[src/rtl/mod_n_updown.sv]
// Run-time programmable modulo-M up/down counter with cascade terminal count.
// The active modulus is only changed at safe points (load or wrap) so a
// divider chain never sees a truncated or stretched period mid-count.
module mod_n_updown #(
    parameter int N_MAX = 17,
    parameter int WIDTH = $clog2(N_MAX)
) (
    input  logic             clk,
    input  logic             rst,
    input  logic             en,
    input  logic             up_dn,
    input  logic             load,
    input  logic [WIDTH-1:0] load_val,
    input  logic [WIDTH:0]   mod_val,
    output logic [WIDTH-1:0] count,
    output logic             tc,
    output logic             wrap,
    output logic             cfg_err
);

    // All modulus arithmetic is one bit wider than the count so that
    // M_act = N_MAX = 2^WIDTH is representable.
    localparam logic [WIDTH:0] N_MAX_M = (WIDTH+1)'(N_MAX);
    localparam logic [WIDTH:0] ONE     = (WIDTH+1)'(1);
    localparam logic [WIDTH:0] TWO     = (WIDTH+1)'(2);

    logic [WIDTH-1:0] count_q, count_d;
    logic [WIDTH:0]   m_act_q, m_act_d;
    logic             wrap_q, wrap_d;
    logic             cfg_err_q, cfg_err_d;

    logic             mod_legal;
    logic [WIDTH:0]   mod_san;
    logic [WIDTH:0]   count_ext;
    logic [WIDTH:0]   m_last;
    logic [WIDTH-1:0] new_last;
    logic [WIDTH-1:0] count_inc;
    logic [WIDTH-1:0] count_dec;
    logic             at_top;
    logic             at_zero;
    logic             load_fits;
    logic             capture;

    // Sanitise the requested modulus and precompute the compare/step values.
    always_comb begin
        mod_legal = (mod_val >= TWO) && (mod_val <= N_MAX_M);
        mod_san   = mod_legal ? mod_val : N_MAX_M;
        count_ext = {1'b0, count_q};
        m_last    = m_act_q - ONE;
        // The results below never need the extra bit: count+1 <= N_MAX and
        // the decrement is only used when count is non-zero.
        new_last  = WIDTH'(mod_san - ONE);
        count_inc = WIDTH'(count_ext + ONE);
        count_dec = WIDTH'(count_ext - ONE);
        at_top    = (count_ext == m_last);
        at_zero   = (count_q == '0);
        load_fits = ({1'b0, load_val} < mod_san);
    end

    // Next-state logic: load has priority over counting, counting over hold.
    always_comb begin
        // NOTE: every variable gets a default first so no path leaves one
        // unassigned, which would otherwise infer a latch.
        count_d   = count_q;
        m_act_d   = m_act_q;
        wrap_d    = 1'b0;
        cfg_err_d = cfg_err_q;
        capture   = 1'b0;

        if (load) begin
            capture = 1'b1;
            count_d = load_fits ? load_val : '0;
        end else if (en) begin
            if (up_dn) begin
                if (at_top) begin
                    capture = 1'b1;
                    count_d = '0;
                    wrap_d  = 1'b1;
                end else begin
                    count_d = count_inc;
                end
            end else begin
                if (at_zero) begin
                    // The new modulus is captured first, so the count lands on
                    // the top of the new range rather than the old one.
                    capture = 1'b1;
                    count_d = new_last;
                    wrap_d  = 1'b1;
                end else begin
                    count_d = count_dec;
                end
            end
        end

        if (capture) begin
            m_act_d   = mod_san;
            cfg_err_d = cfg_err_q | ~mod_legal;
        end
    end

    // State registers; reset discards any pending modulus change.
    always_ff @(posedge clk or negedge rst) begin
        if (!rst) begin
            count_q   <= '0;
            m_act_q   <= N_MAX_M;
            wrap_q    <= 1'b0;
            cfg_err_q <= 1'b0;
        end else begin
            // NOTE: non-blocking assignments so every flop samples the values
            // from before this edge, independent of statement order.
            count_q   <= count_d;
            m_act_q   <= m_act_d;
            wrap_q    <= wrap_d;
            cfg_err_q <= cfg_err_d;
        end
    end

    // tc is purely combinational from the current count and inputs so a
    // cascaded stage steps on the same edge that this stage wraps.
    assign tc      = en & ~load & (up_dn ? at_top : at_zero);
    assign count   = count_q;
    assign wrap    = wrap_q;
    assign cfg_err = cfg_err_q;

endmodule

[config.mk]
export PLATFORM = sky130hd
export DESIGN_NAME = mod_n_updown
export DESIGN_NICKNAME = d
export VERILOG_FILES = /design/src/rtl/mod_n_updown.sv
export SDC_FILE = /design/constraint.sdc
export NUM_CORES = 1
export LEC_CHECK = 0
export ABC_AREA = 1
export CORE_ASPECT_RATIO = 0.8
export CORE_MARGIN = 4
export CORE_UTILIZATION = 45
export DETAILED_ROUTE_END_ITERATION = 7
export GPL_TIMING_DRIVEN = 0
export PLACE_DENSITY = 0.68
export SETUP_SLACK_MARGIN = 0.02
export SLEW_MARGIN = 20
export SYNTH_ARGS = -nofsm -noshare
export SYNTH_HDL_FRONTEND = slang
export SYNTH_SLANG_ARGS = --single-unit
[constraint.sdc]
create_clock -name clk -period 2.9 [get_ports clk]
set_input_delay 0.58 -clock clk [delete_from_list [all_inputs] [get_ports clk]]
set_output_delay 0.58 -clock clk [all_outputs]
set_load 0.01 [all_outputs]
# Yosys cells after proc, flatten, opt, wreduce, memory -nomap -nowiden
# Index checks and enable logic that the tools add are counted.
# totals
regBits	13
latch_bits	0
mem_bits_rw	0
romBits	0
input_bits	16
output_inout_bits	8
word_cells	34
n_memories	0
# classes
n_addsub	4
mul	0
n_div	0
magnitude_cmp	3
n_eq_ne	1
n_shift	0
mux	14
bitwise_logic	5
n_reduce_logical	3
# ops
operator	n
5-bit 2-to-1 mux	6
5-bit by 1-bit subtractor with 5-bit output (second input constant)	2
1-bit 2-to-1 mux	7
5-bit by 6-bit equality test with 1-bit output	1
6-bit by 2-bit greater-or-equal comparator with 1-bit output (second input constant)	1
6-bit by 5-bit less-or-equal comparator with 1-bit output (second input constant)	1
5-bit by 6-bit < comparator with 1-bit output	1
6-bit 2-to-1 mux	1
6-bit by 1-bit subtractor with 6-bit output (second input constant)	1
5-bit by 1-bit adder with 5-bit output (second input constant)	1
5-bit logical NOT	1
1-bit bitwise AND	2
1-bit NOT	2
2-bit nonzero test	1
1-bit logical AND	1
1-bit bitwise OR	1

# Depth between registers and ports, before layout
# Gate-level depths: netlist (run 1).
# depth
word_depth	8
mapped_depth	16
depth_no_buf	16

# Least setup slack after synthesis (run 1)
# OpenSTA, ideal clock, no wires.
# synth_timing
path_kind	input-to-reg
start	in mod_val[3]
end	reg count_q[4], in the netlist count[4]
setup_time_ns	0.065
arrival_time_ns	2.152
required_time_ns	2.835
slack_ns	0.683
cell_stages	14
n_path_buf	0
cell_sequence	nor2_1 -> nand2_1 -> nand2_1 -> nand3_1 -> nor2_1 -> inv_1 -> ha_1 -> nand2_1 -> nor2_1 -> a211oi_1 -> nand4_1 -> nand2_1 -> inv_1 -> nand2_1
# synth_between
elab_chain_cells	8
elab_cells_between_ends	11
cone_classes	1 x add/sub; 3 x order compare; 6 x mux; 1 x reduce/logical
# synth_lines
item	line_no	text
start: declaration	14	input logic [WIDTH:0] mod_val,
6-bit by 2-bit greater-or-equal comparator with 1-bit output or 6-bit by 5-bit less-or-equal comparator with 1-bit output (tied branches)	46	mod_legal = (mod_val >= TWO) && (mod_val <= N_MAX_M);
1-bit logical AND	46	
6-bit 2-to-1 mux *	47	mod_san = mod_legal ? mod_val : N_MAX_M;
5-bit by 1-bit subtractor with 5-bit output	52	new_last = WIDTH'(mod_san - ONE);
5-bit 2-to-1 mux	83	if (at_zero) begin
5-bit 2-to-1 mux	74	if (up_dn) begin
5-bit 2-to-1 mux	73	end else if (en) begin
5-bit 2-to-1 mux *	70	if (load) begin
end signal: assignment	111	count_q <= count_d;
end: declaration	27	logic [WIDTH-1:0] count_q, count_d;
# Mark *: on every way between the ends. The rest lies on a longest branch, timed or not. The select of a mux whose other input is x is not followed.
# A chain may end at the register's enable or synchronous reset.

# Final worst setup path (run 1)
# layout_timing
start	reg m_act_q[0]
end	out tc
# layout_between
elab_chain_cells	4
# layout_lines
item	line_no	text
start: declaration	28	logic [WIDTH:0] m_act_q, m_act_d;
start signal: assignment	112	m_act_q <= m_act_d;
6-bit by 1-bit subtractor with 6-bit output	49	m_last = m_act_q - ONE;
5-bit by 6-bit equality test with 1-bit output	55	at_top = (count_ext == m_last);
1-bit 2-to-1 mux	120	assign tc = en & ~load & (up_dn ? at_top : at_zero);
1-bit bitwise AND	120	
end: declaration	16	output logic tc,
# Every way passes these cells.

==> impl_metrics.json, run 1 <==
{
  "nFillCells": 288,
  "drtAntennaViolNets": 0,
  "endpoint": "tc",
  "num_antenna_cells": 0,
  "die-width_um": 69.21,
  "drive_gt1_share_pct": 15.38,
  "fin_cells": 272,
  "drt_iter0_markers": 62,
  "port_buffers": 21,
  "areaGrowthSynthToFinish_pct": 22.45,
  "worst-r2r-cell-count": 16,
  "fin_skew_ns": 0.0005291,
  "worst_slew_pin_slew_ns": 0.6777,
  "dieArea_sq_um": 3943,
  "vdd_drop_max_uv": 281.1,
  "required_ns": 2.32,
  "finalHoldViolCount": 0,
  "core_area_sq_um": 2808,
  "remaining_drc_errors": 0,
  "critPathLaunch": "m_act_q[0]$_DFFE_PN1P_",
  "relSlewSlack_pct": 54.68,
  "clk_latency_ns": 0.25,
  "cts_buffer_depth": 2,
  "ys_ff_latch": 13,
  "synth_warnings": 0,
  "avgSynthCellArea_sq_um": 6.454,
  "boundaryPins": 24,
  "rsz0062_at_grt": "false",
  "syn_area_sq_um": 1349,
  "h-tree-depth": 1,
  "drv_cap": 0,
  "postLayoutCellArea_sq_um": 1652,
  "grt_pass1_vias": 1258,
  "cts_root_buf": "clkbuf_8",
  "timing.final.crit_period_ns": 2.620,
  "dp.cells": 268,
  "crit_type": "flop to primary output",
  "syn_inst": 209,
  "clk_pin_slew_ns": 0.06,
  "synth-seq-area-share_pct": 24.30,
  "vias": 1339,
  "hp-class": "flop to flop",
  "syn-num-nets": 232,
  "grt_max_degree": 14,
  "status": "complete, no violations",
  "antenna_found_initial": 0,
  "cts_setup_buffers": 0,
  "first_pass_iters": 4,
  "grt_usage_pct": 17.38,
  "worst-r2r-setup-slack_ns": 0.57,
  "crit_path_max_fanout": 6,
  "r2r-end": "count[2]$_DFFE_PN0P_",
  "row_count": 17,
  "finalMaxSlewViolations": 0,
  "finalWeightedCongestion": 0.8806,
  "wl_per_cell_um": 12.04,
  "clock.fmax_mhz": 381.6,
  "fin_crit_sh_pct": 90.36,
  "cts_buffers": 3,
  "final_nets": 258,
  "wl_um": 3274,
  "die_y_um": 56.97,
  "dp_hpwl_um": 2680,
  "place_worst_setup_slack_ns": -0.1551,
  "gr-total-overflow": 0,
  "initial_utilization_pct": 48.04,
  "synth_cell_types": 30,
  "whs_path_depth": 1,
  "viasPerCell": 4.923,
  "end_kind": "primary output",
  "cts_sinks": 13,
  "leakage_uw": 0.0008564,
  "setup_viol": 0,
  "power_density_nw_per_um2": 459.1,
  "postPlaceCellArea_sq_um": 1607,
  "setup_ws_ns": 0.2797,
  "worstReg2RegStart": "count[0]$_DFFE_PN0P_",
  "cts_tree": "yes",
  "critPathLaunchType": "flop",
  "ctsHoldBuffers": 0,
  "grt_first_pass_wirelength_um": 5568,
  "cp.arrival_ns": 2.04
}
## how the worst min path moves through the flow
stage                     slack, ns                  end           startpoint
after floorplan                0.28  cfg_err$_DFFE_PN0P_                  rst
final                          0.45  cfg_err$_DFFE_PN0P_  cfg_err$_DFFE_PN0P_
after global placement         0.44  cfg_err$_DFFE_PN0P_  cfg_err$_DFFE_PN0P_
after detailed placement       0.45  cfg_err$_DFFE_PN0P_  cfg_err$_DFFE_PN0P_
after CTS                      0.46  cfg_err$_DFFE_PN0P_  cfg_err$_DFFE_PN0P_
after global routing           0.48  cfg_err$_DFFE_PN0P_  cfg_err$_DFFE_PN0P_
## layout make-up
type | instances | area, sq um | area share, %
buffer | 3 | 35.03 | 2.121
tap | 38 | 47.55 | 2.879
sequential | 13 | 327.8 | 19.85
multi-input combinational | 155 | 848.3 | 51.36
inverter | 38 | 142.6 | 8.636
timing repair buffer | 21 | 205.2 | 12.42
clock buffer | 4 | 45.04 | 2.727
## cells by family after synthesis
logic type                 synth area share (%)
buffers and inverters                     13.17
adders and majority gates                 6.493
xor gates and xnor gates                  3.155
DFF                                       24.30
and+or+nand+nor                           44.81
AOI/OAI and AO/OA                         8.071
## registers in the layout (all words and copies together) (netlist names)
signal,cells
m_act_q,6
count,5
cfg_err,1
wrap,1
## power by group
part | internal [uW] | leakage (uW) | switching [uW]
clock | 97.5 | 0.0000228 | 75.8
combinational | 147 | 0.000673 | 202
sequential | 203 | 0.000161 | 32.2
total | 448 | 0.000856 | 310
## Yosys cell counts (all sizes together)
| library cell | number | area share (%) |
|---|---|---|
| buf | 2 | 2.3 |
| o21ai | 7 | 3.7 |
| xor2 | 4 | 3.2 |
| dfstp | 2 | 3.9 |
| dfrtp | 11 | 20 |
| ha | 7 | 6.5 |
| nand3 | 24 | 9.8 |
| a211oi | 1 | 0.56 |
| nor3b | 1 | 0.56 |
| nand4 | 5 | 2.3 |
| a21oi | 5 | 2.7 |
| a21o | 1 | 0.56 |
| nand2 | 74 | 23 |
| nor3 | 1 | 0.37 |
| clkbuf | 1 | 0.28 |
| nand3b | 2 | 1.1 |
| a21boi | 1 | 0.56 |
| inv | 38 | 11 |
| nor2 | 22 | 7.4 |
## critical path, stage by stage, from the launching register on
cell and delay, ns:
dfstp_2 0.54, inv_2 0.06, ha_1 0.29, inv_1 0.04, nand2_1 0.05, nand2_1 0.05, nor2_2 0.09, nand2_2 0.07
nor2_4 0.12, nand3_4 0.11, nand2_4 0.08, nand2_4 0.06, nor2_1 0.09, clkbuf_2 0.14
## placed cells by master, fill, tap and decap left out, types with 4 or more instances in the layout
cell	count
nand2_1	66
inv_1	29
nand3_1	23
clkdlybuf4s50_1	20
nor2_1	19
dfrtp_1	11
inv_2	9
ha_1	7
nand4_1	5
nand2_2	5
o21ai_2	4
a21oi_1	4
## routing by layer
layer / global-route usage, % / vias up / share of wire, %
met4: 3.343 / 0 / 0.76
met3: 4.401 / 6 / 5.1
met2: 27.99 / 28 / 45
met1: 23.89 / 604 / 49
li1: - / 701 / -
met5: 0 / - / 0
## what timing repair did
action                     in CTS  in global routing
setup endpoints to repair       1                  6
resized for setup               1                  3
pin swaps                       0                  0
## metrics by stage
stage          setup TNS (ns)  power (uW)  hold slack (ns)  utilization, %
6_report                    0       758.2           0.4546           58.82
5_1_grt                     0       819.7           0.4828           58.82
4_1_cts                     0       763.2           0.4587           58.78
3_5_place_dp          -0.6742       588.7           0.4464           57.22
3_3_place_gp          -0.1377       580.7           0.4380           57.22
2_1_floorplan               0       483.2           0.2844               -
(Power assumes the default switching activity.)
==> run 2, diff against run 1 <==
- TNS_END_PERCENT: unset -> 10
==> results of run 2 <==
Same layout as run 1: the final DEF is identical, and so are final timing and power.
